==> src/rtl/dii_reg_responder.sv <==
`default_nettype none
// ============================================================================
// Module      : dii_reg_responder
// Description : DII ring endpoint that serves the base registers, forwards
//               module addresses to a local register bus and returns replies.
// Revision    : 1.0 - initial release
// ============================================================================
module dii_reg_responder #(
    parameter logic [15:0] MOD_VENDOR  = 16'h0001,
    parameter logic [15:0] MOD_TYPE    = 16'h0000,
    parameter logic [15:0] MOD_VERSION = 16'h0000
) (
    input  logic        clk,
    input  logic        rst_n,
    input  logic [15:0] id,
    input  logic [15:0] in_data,
    input  logic        in_first,
    input  logic        in_last,
    input  logic        in_valid,
    output logic        in_ready,
    output logic [15:0] out_data,
    output logic        out_first,
    output logic        out_last,
    output logic        out_valid,
    input  logic        out_ready,
    output logic [15:0] event_dest,
    output logic        reg_request,
    output logic        reg_write,
    output logic [15:0] reg_addr,
    output logic [15:0] reg_wdata,
    input  logic        reg_ack,
    input  logic        reg_err,
    input  logic [15:0] reg_rdata
);

    typedef enum logic [1:0] {
        ST_RX     = 2'd0,
        ST_DECODE = 2'd1,
        ST_ACCESS = 2'd2,
        ST_TX     = 2'd3
    } state_t;

    state_t      r_state;
    state_t      w_state_nxt;
    logic [2:0]  r_flit_cnt;
    logic [15:0] r_src;
    logic [5:0]  r_hdr;
    logic [15:0] r_addr;
    logic [15:0] r_wdata;
    logic        r_write;
    logic        r_err;
    logic [15:0] r_rdata;
    logic [1:0]  r_tx_idx;
    logic [15:0] r_event_dest;
    logic        r_in_ready;

    logic [2:0]  w_rx_idx;
    logic        w_rx_accept;
    logic        w_is_write;
    logic        w_fmt_ok;
    logic        w_drop;
    logic        w_err;
    logic        w_access;
    logic        w_ed_write;
    logic [15:0] w_rdata;
    logic [3:0]  w_rsp_sub;
    logic [1:0]  w_tx_last_idx;
    logic        w_tx_done;

    assign w_rx_idx    = in_first ? 3'd0 : r_flit_cnt;
    assign w_rx_accept = (r_state == ST_RX) && r_in_ready && in_valid;
    assign w_is_write  = (r_hdr[3:0] == 4'd4);
    assign w_fmt_ok    = ((r_hdr[3:0] == 4'd0) && (r_flit_cnt == 3'd4)) ||
                         (w_is_write && (r_flit_cnt == 3'd5));

    // Decode outcome, evaluated in priority order while in ST_DECODE
    always_comb begin
        w_drop     = 1'b0;
        w_err      = 1'b0;
        w_access   = 1'b0;
        w_ed_write = 1'b0;
        w_rdata    = 16'h0000;
        if (r_hdr[5:4] != 2'b00) begin
            w_drop = 1'b1;
        end else if (!w_fmt_ok) begin
            w_err = 1'b1;
        end else if (r_addr <= 16'h0002) begin
            if (w_is_write) begin
                w_err = 1'b1;
            end else begin
                case (r_addr[1:0])
                    2'd0:    w_rdata = MOD_VENDOR;
                    2'd1:    w_rdata = MOD_TYPE;
                    default: w_rdata = MOD_VERSION;
                endcase
            end
        end else if (r_addr == 16'h0003) begin
            w_ed_write = w_is_write;
            w_rdata    = r_event_dest;
        end else if (r_addr < 16'h0200) begin
            w_err = 1'b1;
        end else begin
            w_access = 1'b1;
        end
    end

    assign w_tx_last_idx = (r_write || r_err) ? 2'd2 : 2'd3;
    assign w_tx_done     = out_ready && (r_tx_idx == w_tx_last_idx);

    always_comb begin
        w_state_nxt = r_state;
        case (r_state)
            ST_RX:     if (w_rx_accept && in_last) w_state_nxt = ST_DECODE;
            ST_DECODE: begin
                if (w_drop)        w_state_nxt = ST_RX;
                else if (w_access) w_state_nxt = ST_ACCESS;
                else               w_state_nxt = ST_TX;
            end
            ST_ACCESS: if (reg_ack || reg_err) w_state_nxt = ST_TX;
            default:   if (w_tx_done) w_state_nxt = ST_RX;
        endcase
    end

    always_ff @(posedge clk or negedge rst_n) begin
        if (!rst_n) begin
            r_state      <= ST_RX;
            r_flit_cnt   <= 3'd0;
            r_src        <= 16'h0000;
            r_hdr        <= 6'd0;
            r_addr       <= 16'h0000;
            r_wdata      <= 16'h0000;
            r_write      <= 1'b0;
            r_err        <= 1'b0;
            r_rdata      <= 16'h0000;
            r_tx_idx     <= 2'd0;
            r_event_dest <= 16'h0000;
            r_in_ready   <= 1'b0;
        end else begin
            r_state    <= w_state_nxt;
            r_in_ready <= (w_state_nxt == ST_RX);
            case (r_state)
                ST_RX: begin
                    if (w_rx_accept) begin
                        r_flit_cnt <= in_first ? 3'd1 :
                                      ((r_flit_cnt == 3'd7) ? 3'd7 : r_flit_cnt + 3'd1);
                        // A restarted packet must not inherit the old header
                        if (in_first) r_hdr <= 6'd0;
                        case (w_rx_idx)
                            3'd1:    r_src   <= in_data;
                            3'd2:    r_hdr   <= in_data[15:10];
                            3'd3:    r_addr  <= in_data;
                            3'd4:    r_wdata <= in_data;
                            default: ;
                        endcase
                    end
                end
                ST_DECODE: begin
                    r_flit_cnt <= 3'd0;
                    r_write    <= w_is_write;
                    r_err      <= w_err;
                    r_rdata    <= w_rdata;
                    r_tx_idx   <= 2'd0;
                    if (w_ed_write) r_event_dest <= r_wdata;
                end
                ST_ACCESS: begin
                    if (reg_ack || reg_err) begin
                        r_err <= reg_err;
                        if (reg_ack && !reg_err) r_rdata <= reg_rdata;
                    end
                end
                default: begin
                    if (out_ready) r_tx_idx <= r_tx_idx + 2'd1;
                end
            endcase
        end
    end

    assign w_rsp_sub = r_write ? (r_err ? 4'd13 : 4'd12) : (r_err ? 4'd8 : 4'd0);

    always_comb begin
        out_data = 16'h0000;
        if (r_state == ST_TX) begin
            case (r_tx_idx)
                2'd0:    out_data = r_src;
                2'd1:    out_data = id;
                2'd2:    out_data = {2'b00, w_rsp_sub, 10'h000};
                default: out_data = r_rdata;
            endcase
        end
    end

    assign in_ready    = r_in_ready;
    assign out_valid   = (r_state == ST_TX);
    assign out_first   = out_valid && (r_tx_idx == 2'd0);
    assign out_last    = out_valid && (r_tx_idx == w_tx_last_idx);
    assign event_dest  = r_event_dest;
    assign reg_request = (r_state == ST_ACCESS);
    assign reg_write   = r_write;
    assign reg_addr    = r_addr;
    assign reg_wdata   = r_wdata;

endmodule
`default_nettype wire

==> config.mk <==
export PLATFORM = sky130hd
export DESIGN_NAME = dii_reg_responder
export DESIGN_NICKNAME = d
export VERILOG_FILES = /design/src/rtl/dii_reg_responder.sv
export SDC_FILE = /design/constraint.sdc
export NUM_CORES = 1
export LEC_CHECK = 0
export ABC_AREA = 1
export CORE_MARGIN = 2
export CORE_UTILIZATION = 35
export CTS_BUF_LIST = sky130_fd_sc_hd__clkbuf_4
export DETAILED_ROUTE_END_ITERATION = 8
export SYNTH_ARGS = -nofsm -noshare
export SYNTH_HDL_FRONTEND = slang
export SYNTH_SLANG_ARGS = --single-unit
==> constraint.sdc <==
create_clock -name clk -period 4.9 [get_ports clk]
set_input_delay 0.735 -clock clk [delete_from_list [all_inputs] [get_ports clk]]
set_output_delay 0.735 -clock clk [all_outputs]
set_load 0.02 [all_outputs]
==> flow_metrics.tcl <==
set metrics [dict create \
    status "finished clean" \
    synth_mux_area_frac 0 \
    finalNetCount 750 \
    synth_fa_ha_area_frac 0.0288 \
    numCtsBuffers 9 \
    crit_required_ps 4160 \
    combPwrFrac 0.498 \
    die_w_um 121 \
    avgSynthCellArea_um2 8.34 \
    vias 4265 \
    r2r_cells 8 \
    grt_pass1_vias 4188 \
    p_leak_nw 2.70 \
    synth_fp_nets 640 \
    antenna_found_initial 1 \
    period_share 0.709 \
    max_freq_mhz 288 \
    clk_pin_slew_ps 140 \
    ant_nets 0 \
    swShare 0.444 \
    setup_viol 0 \
    die_y_um 121 \
    cts.htree.levels 3 \
    wl_met1_um 6410 \
    synth.area.top_cells "dfrtp_1 (50%), nand2_1 (8.6%), a21oi_1 (7.0%), o21ai_0 (5.3%), inv_1 (4.9%)" \
    core-area_um2 13300 \
    port_buffers 125 \
    crit_arrival_ps 2740 \
    r2r_slack_ps 2180 \
    num_rows 42 \
    max-slew-margin-rel 0.205 \
    yosysMostFrequentCell "nand2_1" \
    place.gp.congestion 0.814 \
    synth-simple-area-share 0.191 \
    holdCritPathClass "input pin to asynchronous set/reset pin" \
    hold_viol_final 0 \
    cts_buffer_depth 2 \
    clock-sinks 96 \
    ys_top_cells_by_count "nand2_1 (110), dfrtp_1 (96), a21oi_1 (67)" \
    ir_drop_uv 260 \
    yosysTopAreaCell "dfrtp_1" \
    rsz0062_at_grt "false" \
    ys_types 31 \
    synthXorXnorAreaFrac 0 \
    postSynthCellCount 573 \
    ys_warn_count 0 \
    critPathKind "flip-flop to output pin" \
    synth_seq_cells 96 \
    area_delta_synth_final_pct 30.6 \
    drt_iter0_drc 326 \
    ctsHoldBuffers 0 \
    synth_edf_count 0 \
    syn_area_um2 4780 \
    cts_root_buf "clkbuf_4" \
    cp_max_fo 17 \
    maxSlewViolCount 0 \
    ys_seq_area_frac 0.502 \
    p_int_mw 1.88 \
    drive_above_1_share 0.0741 \
    seq_power_share 0.377 \
    wirelength_um 13800 \
    pre_cts_ws_ps 1880 \
    switchingPower_mw 1.51 \
    yosys.area.top_type_share 0.502 \
    highest_layer "met4" \
    first_pass_iters 6 \
    vias_per_cell 4.93 \
    drc_errors 0 \
    grt_pass1_wl_um 22000 \
    tritoncts "yes" \
    worst_pin_slew_ps 1190 \
    async_reset_ff_frac 1.00 \
    cp-end-kind "output pin" \
    fin_worst_skew_ps 13.5 \
    drt-wirelength-per-cell_um 15.9 \
    r2r_end "r_rdata[11]$_DFFE_PN0P_" \
    hpwl_um 10300 \
    p_clk_frac 0.125 \
    fin_ws_ps 1430 \
    grt_max_degree 65 \
    r2r-start "r_state[0]$_DFF_PN0_" \
    wl_met3_um 808 \
    tns_ps 0 \
    die_area_um2 14600 \
    period_needed_ps 3470 \
    ios 126 \
    synth_compound_area_frac 0.194 \
    wl_met2_um 6350 \
    cts_resized 0 \
    synth_flop_cell "dfrtp_1" \
    gr-usage-all-layers 0.194 \
    n_fill_cell 1326 \
    cts_setup_buffers 0 \
    insertion_delay_ps 440 \
    initial_utilization 0.360 \
    synth_top_family_by_area "compound AO/OA/AOI/OAI gates" \
    power.density_nw_per_um2 543 \
    drv_cap 0 \
    crit_path_start_kind "flip-flop" \
    gr-total-overflow 0 \
]
## worst max path at each step
stage,startpoint,endpoint,slack [ps]
after floorplan,r_tx_idx[0]$_DFFE_PN0P_,out_data[11],2570
after global routing,r_tx_idx[1]$_DFFE_PN0P_,out_data[13],1180
after global placement,id[13],out_data[13],1990
after CTS,r_tx_idx[1]$_DFFE_PN0P_,out_data[12],1390
after detailed placement,in_valid,reg_wdata[13]$_DFFE_PN0P_,1880
final,r_tx_idx[1]$_DFFE_PN0P_,out_data[12],1430
## critical path, stage by stage, from the launching register on
cell             delay [ps]
dfrtp_1                 450
ha_1                    410
inv_1                   420
o21ai_0                 130
a31oi_1                 240
clkdlybuf4s50_1         640
## metal layers
metal | track usage | vias to the layer above
met3 | 0.0301 | 16
met5 | 0 | -
li1 | - | 2105
met2 | 0.297 | 134
met4 | 0.0690 | 0
met1 | 0.278 | 2010
## through the flow
step                       util  std cells  instance area [µm²]  hold slack [ps]  power (mW)
after floorplan               -        573                 4780              439        2.37
after global placement    0.459        848                 6110              476        2.94
after detailed placement  0.459        848                 6110              486        2.99
after CTS                 0.469        864                 6240              391        3.42
after global routing      0.470        865                 6240              425        3.67
final                     0.470        865                 6240              368        3.39
## layout by cell type, fill, tap and decap left out, types with 6 or more instances in the layout
cell type / instances
a21oi_1: 67
clkbuf_4: 12
clkdlybuf4s50_1: 124
dfrtp_1: 96
ha_1: 11
inv_1: 63
nand2_1: 110
nand3_1: 30
nor2_1: 43
o21ai_0: 51
o21ai_1: 22
o21ai_2: 16
o22ai_1: 6
## cell type report
cell class / count / area, µm² / share of cell area
Antenna cell: 1 / 2.50 / 0.000401
Clock buffer: 12 / 90.1 / 0.0144
Clock inverter: 4 / 45.0 / 0.00721
Inverter: 66 / 248 / 0.0397
Multi-Input combinational cell: 384 / 1980 / 0.317
Sequential cell: 96 / 2400 / 0.385
Tap cell: 176 / 220 / 0.0353
Timing Repair Buffer: 126 / 1260 / 0.201
## state kept, by name, summed over array words and instances, names as in the netlist
register / flops
r_rdata: 16
r_src: 16
r_tx_idx: 2
in_ready: 1
reg_addr: 16
reg_write: 1
event_dest: 16
r_state: 2
r_err: 1
r_hdr: 6
r_flit_cnt: 3
reg_wdata: 16
## cell families after synthesis
group                    after synthesis
AO/OA/AOI/OAI                        168
AND/OR/NAND/NOR                      205
flip-flops                            96
adder cells (fa/ha/maj)               11
buffers and inverters                 93
## power groups by stage
stage	Clock, mW	Sequential [mW]	Combinational [mW]
6_report	0.424	1.28	1.69
5_1_grt	0.472	1.31	1.89
4_1_cts	0.440	1.28	1.70
3_5_place_dp	0	1.29	1.69
3_3_place_gp	0	1.29	1.66
2_1_floorplan	0	1.33	1.04
(Power assumes the default switching activity.)
